<file path="config.mk">
export PLATFORM = sky130hd
export DESIGN_NAME = speed_scheduler_flat
export DESIGN_NICKNAME = d
export VERILOG_FILES = /design/src/rtl/speed_scheduler_if.sv /design/src/rtl/speed_scheduler.sv /design/src/flat_wrapper.sv
export SDC_FILE = /design/constraint.sdc
export NUM_CORES = 1
export LEC_CHECK = 0
export ABC_AREA = 1
export CAP_MARGIN = 5
export CELL_PAD_IN_SITES_DETAIL_PLACEMENT = 1
export CELL_PAD_IN_SITES_GLOBAL_PLACEMENT = 1
export CORE_ASPECT_RATIO = 1.75
export CORE_MARGIN = 2
export CORE_UTILIZATION = 49
export CTS_CLUSTER_DIAMETER = 120
export DETAILED_ROUTE_END_ITERATION = 6
export DONT_BUFFER_PORTS = 1
export GPL_ROUTABILITY_DRIVEN = 0
export GPL_TIMING_DRIVEN = 0
export HOLD_SLACK_MARGIN = 0.12
export PLACE_DENSITY_LB_ADDON = 0.1
export SYNTH_ARGS = -nofsm -noshare
export SYNTH_HDL_FRONTEND = slang
export SYNTH_SLANG_ARGS = --single-unit
</file>
<file path="constraint.sdc">
create_clock -name clk_in -period 2.35 [get_ports clk_in]
set_input_delay 0.47 -clock clk_in [delete_from_list [all_inputs] [get_ports clk_in]]
set_output_delay 0.47 -clock clk_in [all_outputs]
set_load 0.01 [all_outputs]
</file>
<file path="src/rtl/speed_scheduler_if.sv">
// Bundle of frame/player status inputs and speed outputs for speed_scheduler.
// The game-side controller drives through master; the scheduler itself uses slave.
interface speed_scheduler_if;
   logic       frame_tick_in;
   logic       game_active_in;
   logic       crash_in;
   logic       airborne_in;
   logic       ducking_in;
   logic [3:0] speed_out;
   logic [1:0] level_out;
   logic       pending_out;
   logic       change_out;

   modport master (
      output frame_tick_in, game_active_in, crash_in, airborne_in, ducking_in,
      input  speed_out, level_out, pending_out, change_out
   );

   modport slave (
      input  frame_tick_in, game_active_in, crash_in, airborne_in, ducking_in,
      output speed_out, level_out, pending_out, change_out
   );
endinterface

</file>
<file path="src/rtl/speed_scheduler.sv">
// Game speed sequencer: counts frames during a run and steps the speed code 1->2->4->8,
// deferring each step to a grounded, non-ducking frame so physics never changes mid-move.
module speed_scheduler #(
   parameter int FRAMES_PER_LEVEL = 1800,
   parameter int MAX_LEVEL        = 3
) (
   input  logic              clk_in,
   input  logic              rst_n_in,
   speed_scheduler_if.slave  bus
);

   localparam int              CW       = $clog2(FRAMES_PER_LEVEL);
   localparam logic [CW-1:0]   CNT_LAST = CW'(FRAMES_PER_LEVEL - 1);
   localparam logic [CW-1:0]   CNT_ONE  = CW'(1);
   localparam logic [CW-1:0]   CNT_ZERO = '0;
   localparam logic [1:0]      LVL_MAX  = 2'(MAX_LEVEL);

   typedef enum logic [1:0] {
      S_IDLE    = 2'd0,
      S_RUN     = 2'd1,
      S_PENDING = 2'd2,
      S_HALT    = 2'd3
   } state_t;

   state_t        r_state;
   state_t        w_state_nxt;
   logic [CW-1:0] r_cnt;
   logic [CW-1:0] w_cnt_nxt;
   logic [1:0]    r_level;
   logic [1:0]    w_level_nxt;
   logic [3:0]    r_speed;
   logic          r_pending;
   logic          r_change;
   logic          w_step;
   logic          w_safe;
   logic          w_tick;

   assign w_safe = !bus.airborne_in && !bus.ducking_in;
   assign w_tick = bus.frame_tick_in;

   // Next-state, frame counter and level decisions; crash beats inactivity beats ticks.
   always_comb begin
      w_state_nxt = r_state;
      w_cnt_nxt   = r_cnt;
      w_level_nxt = r_level;
      w_step      = 1'b0;
      case (r_state)
         S_IDLE: begin
            w_cnt_nxt   = CNT_ZERO;
            w_level_nxt = 2'd0;
            if (bus.game_active_in && !bus.crash_in) begin
               w_state_nxt = S_RUN;
            end else begin
               w_state_nxt = S_IDLE;
            end
         end
         S_RUN, S_PENDING: begin
            if (bus.crash_in) begin
               w_state_nxt = S_HALT;
               w_cnt_nxt   = CNT_ZERO;
               w_level_nxt = 2'd0;
            end else if (!bus.game_active_in) begin
               w_state_nxt = S_IDLE;
               w_cnt_nxt   = CNT_ZERO;
               w_level_nxt = 2'd0;
            end else if (r_state == S_PENDING) begin
               w_cnt_nxt = CNT_ZERO;
               if (w_tick && w_safe) begin
                  w_step      = 1'b1;
                  w_level_nxt = r_level + 2'd1;
                  w_state_nxt = S_RUN;
               end else begin
                  w_state_nxt = S_PENDING;
               end
            end else if (w_tick) begin
               if (r_cnt < CNT_LAST) begin
                  w_cnt_nxt = r_cnt + CNT_ONE;
               end else if (r_level < LVL_MAX) begin
                  w_cnt_nxt = CNT_ZERO;
                  if (w_safe) begin
                     w_step      = 1'b1;
                     w_level_nxt = r_level + 2'd1;
                  end else begin
                     w_state_nxt = S_PENDING;
                  end
               end else begin
                  // Top level reached: hold the counter at its last value, never step.
                  w_cnt_nxt = CNT_LAST;
               end
            end else begin
               w_state_nxt = S_RUN;
            end
         end
         S_HALT: begin
            w_cnt_nxt   = CNT_ZERO;
            w_level_nxt = 2'd0;
            if (!bus.game_active_in) begin
               w_state_nxt = S_IDLE;
            end else begin
               w_state_nxt = S_HALT;
            end
         end
         default: begin
            w_state_nxt = S_IDLE;
            w_cnt_nxt   = CNT_ZERO;
            w_level_nxt = 2'd0;
         end
      endcase
   end

   // State, counter and registered outputs; level and speed code update together.
   always_ff @(posedge clk_in or negedge rst_n_in) begin
      if (!rst_n_in) begin
         r_state   <= S_IDLE;
         r_cnt     <= CNT_ZERO;
         r_level   <= 2'd0;
         r_speed   <= 4'd1;
         r_pending <= 1'b0;
         r_change  <= 1'b0;
      end else begin
         r_state   <= w_state_nxt;
         r_cnt     <= w_cnt_nxt;
         r_level   <= w_level_nxt;
         r_speed   <= 4'd1 << w_level_nxt;
         r_pending <= (w_state_nxt == S_PENDING);
         r_change  <= w_step;
      end
   end

   assign bus.speed_out   = r_speed;
   assign bus.level_out   = r_level;
   assign bus.pending_out = r_pending;
   assign bus.change_out  = r_change;

endmodule
</file>
<file path="src/flat_wrapper.sv">
// flat-port wrapper written by rule: the top's interface ports become plain ports
module speed_scheduler_flat 
#(
   parameter int FRAMES_PER_LEVEL = 1800,
   parameter int MAX_LEVEL        = 3
)
  (clk_in, rst_n_in, bus_frame_tick_in, bus_game_active_in, bus_crash_in, bus_airborne_in, bus_ducking_in, bus_speed_out, bus_level_out, bus_pending_out, bus_change_out);
  speed_scheduler_if bus_i ();
  input  logic clk_in;
  input  logic rst_n_in;
  input wire logic [$bits(bus_i.frame_tick_in)-1:0] bus_frame_tick_in;
  input wire logic [$bits(bus_i.game_active_in)-1:0] bus_game_active_in;
  input wire logic [$bits(bus_i.crash_in)-1:0] bus_crash_in;
  input wire logic [$bits(bus_i.airborne_in)-1:0] bus_airborne_in;
  input wire logic [$bits(bus_i.ducking_in)-1:0] bus_ducking_in;
  output wire logic [$bits(bus_i.speed_out)-1:0] bus_speed_out;
  output wire logic [$bits(bus_i.level_out)-1:0] bus_level_out;
  output wire logic [$bits(bus_i.pending_out)-1:0] bus_pending_out;
  output wire logic [$bits(bus_i.change_out)-1:0] bus_change_out;
  assign bus_i.frame_tick_in = bus_frame_tick_in;
  assign bus_i.game_active_in = bus_game_active_in;
  assign bus_i.crash_in = bus_crash_in;
  assign bus_i.airborne_in = bus_airborne_in;
  assign bus_i.ducking_in = bus_ducking_in;
  assign bus_speed_out = bus_i.speed_out;
  assign bus_level_out = bus_i.level_out;
  assign bus_pending_out = bus_i.pending_out;
  assign bus_change_out = bus_i.change_out;
  speed_scheduler #(.FRAMES_PER_LEVEL(FRAMES_PER_LEVEL), .MAX_LEVEL(MAX_LEVEL)) u_core (.clk_in(clk_in), .rst_n_in(rst_n_in), .bus(bus_i));
endmodule
</file>
==> report_table.html <==
<table>
<tr><th>Metric</th><th>Value</th></tr>
<tr><th colspan="2">Floorplan</th></tr>
<tr><td>Area of the core</td><td>2460 um2</td></tr>
<tr><td>DIE AREA</td><td>2980 um2</td></tr>
<tr><td>Number of standard-cell rows in the floorplan</td><td>24</td></tr>
<tr><td>Floorplan die height</td><td>70.7 um</td></tr>
<tr><td>I/O pins</td><td>15</td></tr>
<tr><td>Starting utilization of the core area</td><td>50.6%</td></tr>
<tr><td>Horizontal die dimension</td><td>between 40 and 50 um</td></tr>
<tr><th colspan="2">Placement</th></tr>
<tr><td>Placed Area</td><td>1280 um2</td></tr>
<tr><td>DPL Wire Length</td><td>2510 um</td></tr>
<tr><td>Number of placed instances, taps included</td><td>187</td></tr>
<tr><td>IO Port Bufs</td><td>0</td></tr>
<tr><th colspan="2">Pwr</th></tr>
<tr><td>Net Sw Power</td><td>between 0.3 and 0.4 mW</td></tr>
<tr><td>Switching power as a share of total power</td><td>36.4%</td></tr>
<tr><td>Sequential group share of total power</td><td>44.4%</td></tr>
<tr><td>Internal portion of total power</td><td>0.606 mW</td></tr>
<tr><td>Peak supply drop</td><td>just over 0.0006 V</td></tr>
<tr><td>Part of the total power dissipated in the clock network</td><td>26.0%</td></tr>
<tr><td>Cell area power density</td><td>714 nW/um2</td></tr>
<tr><td>Relative contribution of combinational cells to total power</td><td>29.6%</td></tr>
<tr><td>Leakage power total</td><td>0.658 nW</td></tr>
<tr><th colspan="2">Clock tree</th></tr>
<tr><td>Number of buffers created by CTS</td><td>3</td></tr>
<tr><td>TritonCTS clock tree</td><td>done</td></tr>
<tr><td>Buffer count from post-CTS setup fixing</td><td>0</td></tr>
<tr><td>Root Buffer Master</td><td>sky130_fd_sc_hd__clkbuf_8</td></tr>
<tr><td>Depth of the CTS H-tree</td><td>1</td></tr>
<tr><td>Hold-fix buffer count after cts</td><td>1</td></tr>
<tr><td>Maximum buffer depth of the clock tree</td><td>2</td></tr>
<tr><td>CTS clock-pin slew for the worst setup and hold paths</td><td>0.08 ns</td></tr>
<tr><td>Number of clock sinks seen by CTS</td><td>21</td></tr>
<tr><td>Number of gates given a new drive strength after cts</td><td>0</td></tr>
<tr><td>Worst-Skew Late Latency</td><td>0.27 ns</td></tr>
<tr><th colspan="2">Worst setup path</th></tr>
<tr><td>Terminus of the critical flop-to-flop path</td><td>u_core.r_cnt[5]$_DFFE_PN0P_</td></tr>
<tr><td>CP startpoint kind</td><td>flop</td></tr>
<tr><td>Crit Reg-Reg Startpoint</td><td>u_core.r_state[1]$_DFF_PN0_</td></tr>
<tr><td>Critical path required time</td><td>roughly 2.5 ns</td></tr>
<tr><td>Cell at the slowest stage of the critical path</td><td>sky130_fd_sc_hd__dfrtp_1</td></tr>
<tr><td>Critical Path AT</td><td>2.18 ns</td></tr>
<tr><td>Count of cells along the worst register-to-register path</td><td>9</td></tr>
<tr><td>Ordered cell list for the critical path</td><td>inv_1 &gt; ha_1 &gt; nand2_4 &gt; nor2_1 &gt; nand2_1 &gt; nand2_1 &gt; nor2_1 &gt; nor2_1 &gt; nor3_1</td></tr>
<tr><td>Largest fanout on the critical path</td><td>8</td></tr>
<tr><td>Worst path max stage delay</td><td>0.43 ns</td></tr>
<tr><td>Crit. End Element</td><td>flop</td></tr>
<tr><td>Cell seen most often among critical-path stages</td><td>sky130_fd_sc_hd__nor2_1</td></tr>
<tr><td>Category of the critical setup timing path</td><td>reg2reg</td></tr>
<tr><td>Worst reg2reg setup slack</td><td>0.36 ns</td></tr>
<tr><th colspan="2">Detailed routing</th></tr>
<tr><td>Routed wirelength normalized by instance count</td><td>~16 um</td></tr>
<tr><td>Count of TritonRoute iterations in the first routing pass</td><td>4</td></tr>
<tr><td>Via density</td><td>5.69</td></tr>
<tr><td>Total Wirelength</td><td>3120 um</td></tr>
<tr><td>Detailed-route via count</td><td>1093</td></tr>
<tr><td>Final ANT Viol Nets</td><td>0</td></tr>
<tr><td>DRC errors left</td><td>0</td></tr>
<tr><td>Iteration-0 DRC count of the detailed router</td><td>15</td></tr>
<tr><th colspan="2">Final layout</th></tr>
<tr><td>Non-Filler Instances</td><td>192</td></tr>
<tr><td>Count of inserted antenna diode cells</td><td>0</td></tr>
<tr><td>Fraction of the core area covered by cells at the end of the flow</td><td>54.2%</td></tr>
<tr><td>Area growth from synthesis to final layout</td><td>7.13%</td></tr>
<tr><td>Finished layout cell area</td><td>1340 um2</td></tr>
<tr><td>Share of final-layout standard cells stronger than drive strength 1</td><td>~14%</td></tr>
<tr><td>Number of nets at the end of the flow</td><td>approximately 180</td></tr>
<tr><th colspan="2">GRT</th></tr>
<tr><td>Remaining global-route overflow</td><td>0</td></tr>
<tr><td>Overall fraction of global-route tracks in use</td><td>24.8%</td></tr>
<tr><td>Pin count of the biggest net entering global routing</td><td>22</td></tr>
<tr><td>Initial antenna violation count</td><td>0</td></tr>
<tr><td>Global-route wire length before repair</td><td>5570 um</td></tr>
<tr><td>Number of global-route vias before repair</td><td>between 1000 and 1500</td></tr>
<tr><th colspan="2">Flow run</th></tr>
<tr><td>Number of max-capacitance violations reported</td><td>0</td></tr>
<tr><th colspan="2">Logic synthesis</th></tr>
<tr><td>Number of synthesized flops with an enable pin</td><td>0</td></tr>
<tr><td>Cell with the most instances after synthesis</td><td>sky130_fd_sc_hd__nand2_1</td></tr>
<tr><td>Post-synth top area cell</td><td>sky130_fd_sc_hd__dfrtp_1</td></tr>
<tr><td>Syn Inst Count</td><td>161</td></tr>
<tr><td>Netlist area before placement</td><td>~1200 um2</td></tr>
<tr><td>Number of library cell types mapped by synthesis</td><td>28</td></tr>
<tr><td>Net count after synthesis</td><td>173</td></tr>
<tr><td>Fraction of synthesized cell area taken by the top area cell type</td><td>40.2%</td></tr>
<tr><td>Proportion of synthesized flip-flops having asynchronous set or reset</td><td>100%</td></tr>
<tr><td>Number of warnings printed during yosys synthesis</td><td>0</td></tr>
<tr><td>Average cell area after synthesis</td><td>7.74 um2</td></tr>
<tr><td>Flops &amp; latches, synth</td><td>21</td></tr>
<tr><td>Leading cell types by count after synthesis</td><td>sky130_fd_sc_hd__nand2_1 (36), sky130_fd_sc_hd__inv_1 (23), sky130_fd_sc_hd__dfrtp_1 (20)</td></tr>
<tr><td>Ys flop type</td><td>sky130_fd_sc_hd__dfrtp_1</td></tr>
<tr><td>Share of synthesized area occupied by flip-flops and latches</td><td>42.3%</td></tr>
<tr><td>Biggest area contributors in the synthesized netlist</td><td>sky130_fd_sc_hd__dfrtp_1 (40%), sky130_fd_sc_hd__nand2_1 (11%), sky130_fd_sc_hd__inv_1 (6.9%)</td></tr>
<tr><th colspan="2">Min path</th></tr>
<tr><td>Count of cells along the worst hold path</td><td>2</td></tr>
<tr><td>Classification of the worst-slack hold path</td><td>in2reg</td></tr>
<tr><td>Worst Hold Endpoint</td><td>u_core.r_state[1]$_DFF_PN0_</td></tr>
<tr><td>Beginning of the worst hold path</td><td>bus_game_active_in</td></tr>
<tr><th colspan="2">STA</th></tr>
<tr><td>Setup repair after global routing missed its margin</td><td>no</td></tr>
<tr><td>Headroom to the max-slew limit</td><td>34.1%</td></tr>
<tr><td>Final TNS setup</td><td>0 ns</td></tr>
<tr><td>Final worst-path cycle share</td><td>84.9%</td></tr>
<tr><td>Final count of hold timing violations</td><td>0</td></tr>
<tr><td>Final Critical Period</td><td>between 1.5 and 2 ns</td></tr>
<tr><td>Clock skew</td><td>~0.0043 ns</td></tr>
<tr><td>Pins Over Slew Limit</td><td>0</td></tr>
<tr><td>Worst-margin pin slew</td><td>0.985 ns</td></tr>
<tr><td># setup viols final</td><td>0</td></tr>
<tr><td>Achievable Freq</td><td>501 MHz</td></tr>
<tr><th colspan="2">Status</th></tr>
<tr><td>Outcome</td><td>complete, no violations</td></tr>
</table>
[layout make-up]
type | instances | area [um2]
Tap cell | 26 | 32.5
Timing Repair Buffer | 1 | 10.0
Clock buffer | 3 | 41.3
Clock inverter | 1 | 5.00
Sequential cell | 21 | 527
Multi-Input combinational cell | 116 | 629
Inverter | 24 | 90.1
Fill cell | 324 | 1130
[worst max-delay path by stage]
| stage | from | end | slack (ns) |
|---|---|---|---|
| after floorplan | u_core.r_state[0]$_DFF_PN0_ | u_core.r_cnt[5]$_DFFE_PN0P_ | 0.76 |
| after global placement | u_core.r_state[0]$_DFF_PN0_ | u_core.r_cnt[7]$_DFFE_PN0P_ | 0.45 |
| after detailed placement | u_core.r_state[0]$_DFF_PN0_ | u_core.r_cnt[5]$_DFFE_PN0P_ | 0.38 |
| after CTS | u_core.r_state[0]$_DFF_PN0_ | u_core.r_cnt[5]$_DFFE_PN0P_ | 0.37 |
| after global routing | u_core.r_state[0]$_DFF_PN0_ | u_core.r_cnt[5]$_DFFE_PN0P_ | 0.18 |
| final | u_core.r_state[1]$_DFF_PN0_ | u_core.r_cnt[5]$_DFFE_PN0P_ | 0.36 |
[sequential cells by signal, indices dropped and copies added (netlist names)]
signal,cells
u_core.bus.speed_out,4
u_core.bus.level_out,2
u_core.bus.change_out,1
u_core.r_state,2
u_core.bus.pending_out,1
u_core.r_cnt,11
[logic make-up (layout without fill, tap and decap cells)]
family | after synthesis | after routing | share of synthesized area [%]
and+or+nand+nor | 83 | 83 | 32.7
adders and majority gates | 5 | 5 | 5.02
buffers and inverters | 24 | 29 | 7.23
DFF | 21 | 21 | 42.3
xor gates and xnor gates | 2 | 2 | 1.41
AOI/OAI and AO/OA | 26 | 26 | 11.3
[power groups by stage]
stage	logic (mW)	clock network, mW	registers (mW)
after CTS	0.284	0.255	0.421
after global placement	0.258	0	0.426
final	0.282	0.248	0.423
after global routing	0.323	0.265	0.426
after floorplan	0.217	0	0.420
after detailed placement	0.274	0	0.428
[critical path: cells and delay by family, from the launching register on]
family | cells | cell delay, ns
flops | 1 | 0.43
fa+ha+maj | 1 | 0.34
buf+inv | 1 | 0.08
simple gates | 7 | 1.06
[layer usage]
layer	share of wire [%]	track usage, %	vias to the layer above
met4	3.5	15.3	0
met5	0	0	-
li1	-	-	521
met2	60	49.0	20
met1	34	21.8	542
met3	2.3	4.34	10
[cells in the final DEF, fill, tap and decap left out]
cell	instances
sky130_fd_sc_hd__o22ai_1	2
sky130_fd_sc_hd__nor2_1	19
sky130_fd_sc_hd__inv_1	23
sky130_fd_sc_hd__o21ai_0	10
sky130_fd_sc_hd__dfrtp_1	20
sky130_fd_sc_hd__o21ai_1	1
sky130_fd_sc_hd__o21bai_1	1
sky130_fd_sc_hd__a21oi_1	9
sky130_fd_sc_hd__clkbuf_8	3
sky130_fd_sc_hd__clkinv_2	1
sky130_fd_sc_hd__nand4_2	1
sky130_fd_sc_hd__nor3_2	2
sky130_fd_sc_hd__nor2_2	6
sky130_fd_sc_hd__nor2_4	1
sky130_fd_sc_hd__inv_2	1
sky130_fd_sc_hd__o211ai_1	1
sky130_fd_sc_hd__nand2_1	36
sky130_fd_sc_hd__or2_2	1
sky130_fd_sc_hd__nand2_4	3
sky130_fd_sc_hd__xor2_1	2
sky130_fd_sc_hd__or2_4	1
sky130_fd_sc_hd__dlygate4sd3_1	1
sky130_fd_sc_hd__dfstp_2	1
sky130_fd_sc_hd__nand3b_1	1
sky130_fd_sc_hd__nand2_2	2
sky130_fd_sc_hd__o31ai_1	1
sky130_fd_sc_hd__nand3_1	6
sky130_fd_sc_hd__a31oi_1	1
sky130_fd_sc_hd__nor3_1	3
sky130_fd_sc_hd__ha_1	5
sky130_fd_sc_hd__nand4_1	1
[through the flow]
| stage | worst slack (ns) | power, mW | hold slack [ns] |
|---|---|---|---|
| floorplan | 0.765 | 0.636 | 0.174 |
| global placement | 0.450 | 0.684 | 0.175 |
| detailed placement | 0.380 | 0.702 | 0.175 |
| CTS | 0.371 | 0.960 | 0.344 |
| global route | 0.183 | 1.01 | 0.352 |
| finish | 0.356 | 0.953 | 0.348 |
No activity file was read; power rests on OpenSTA's default activity.
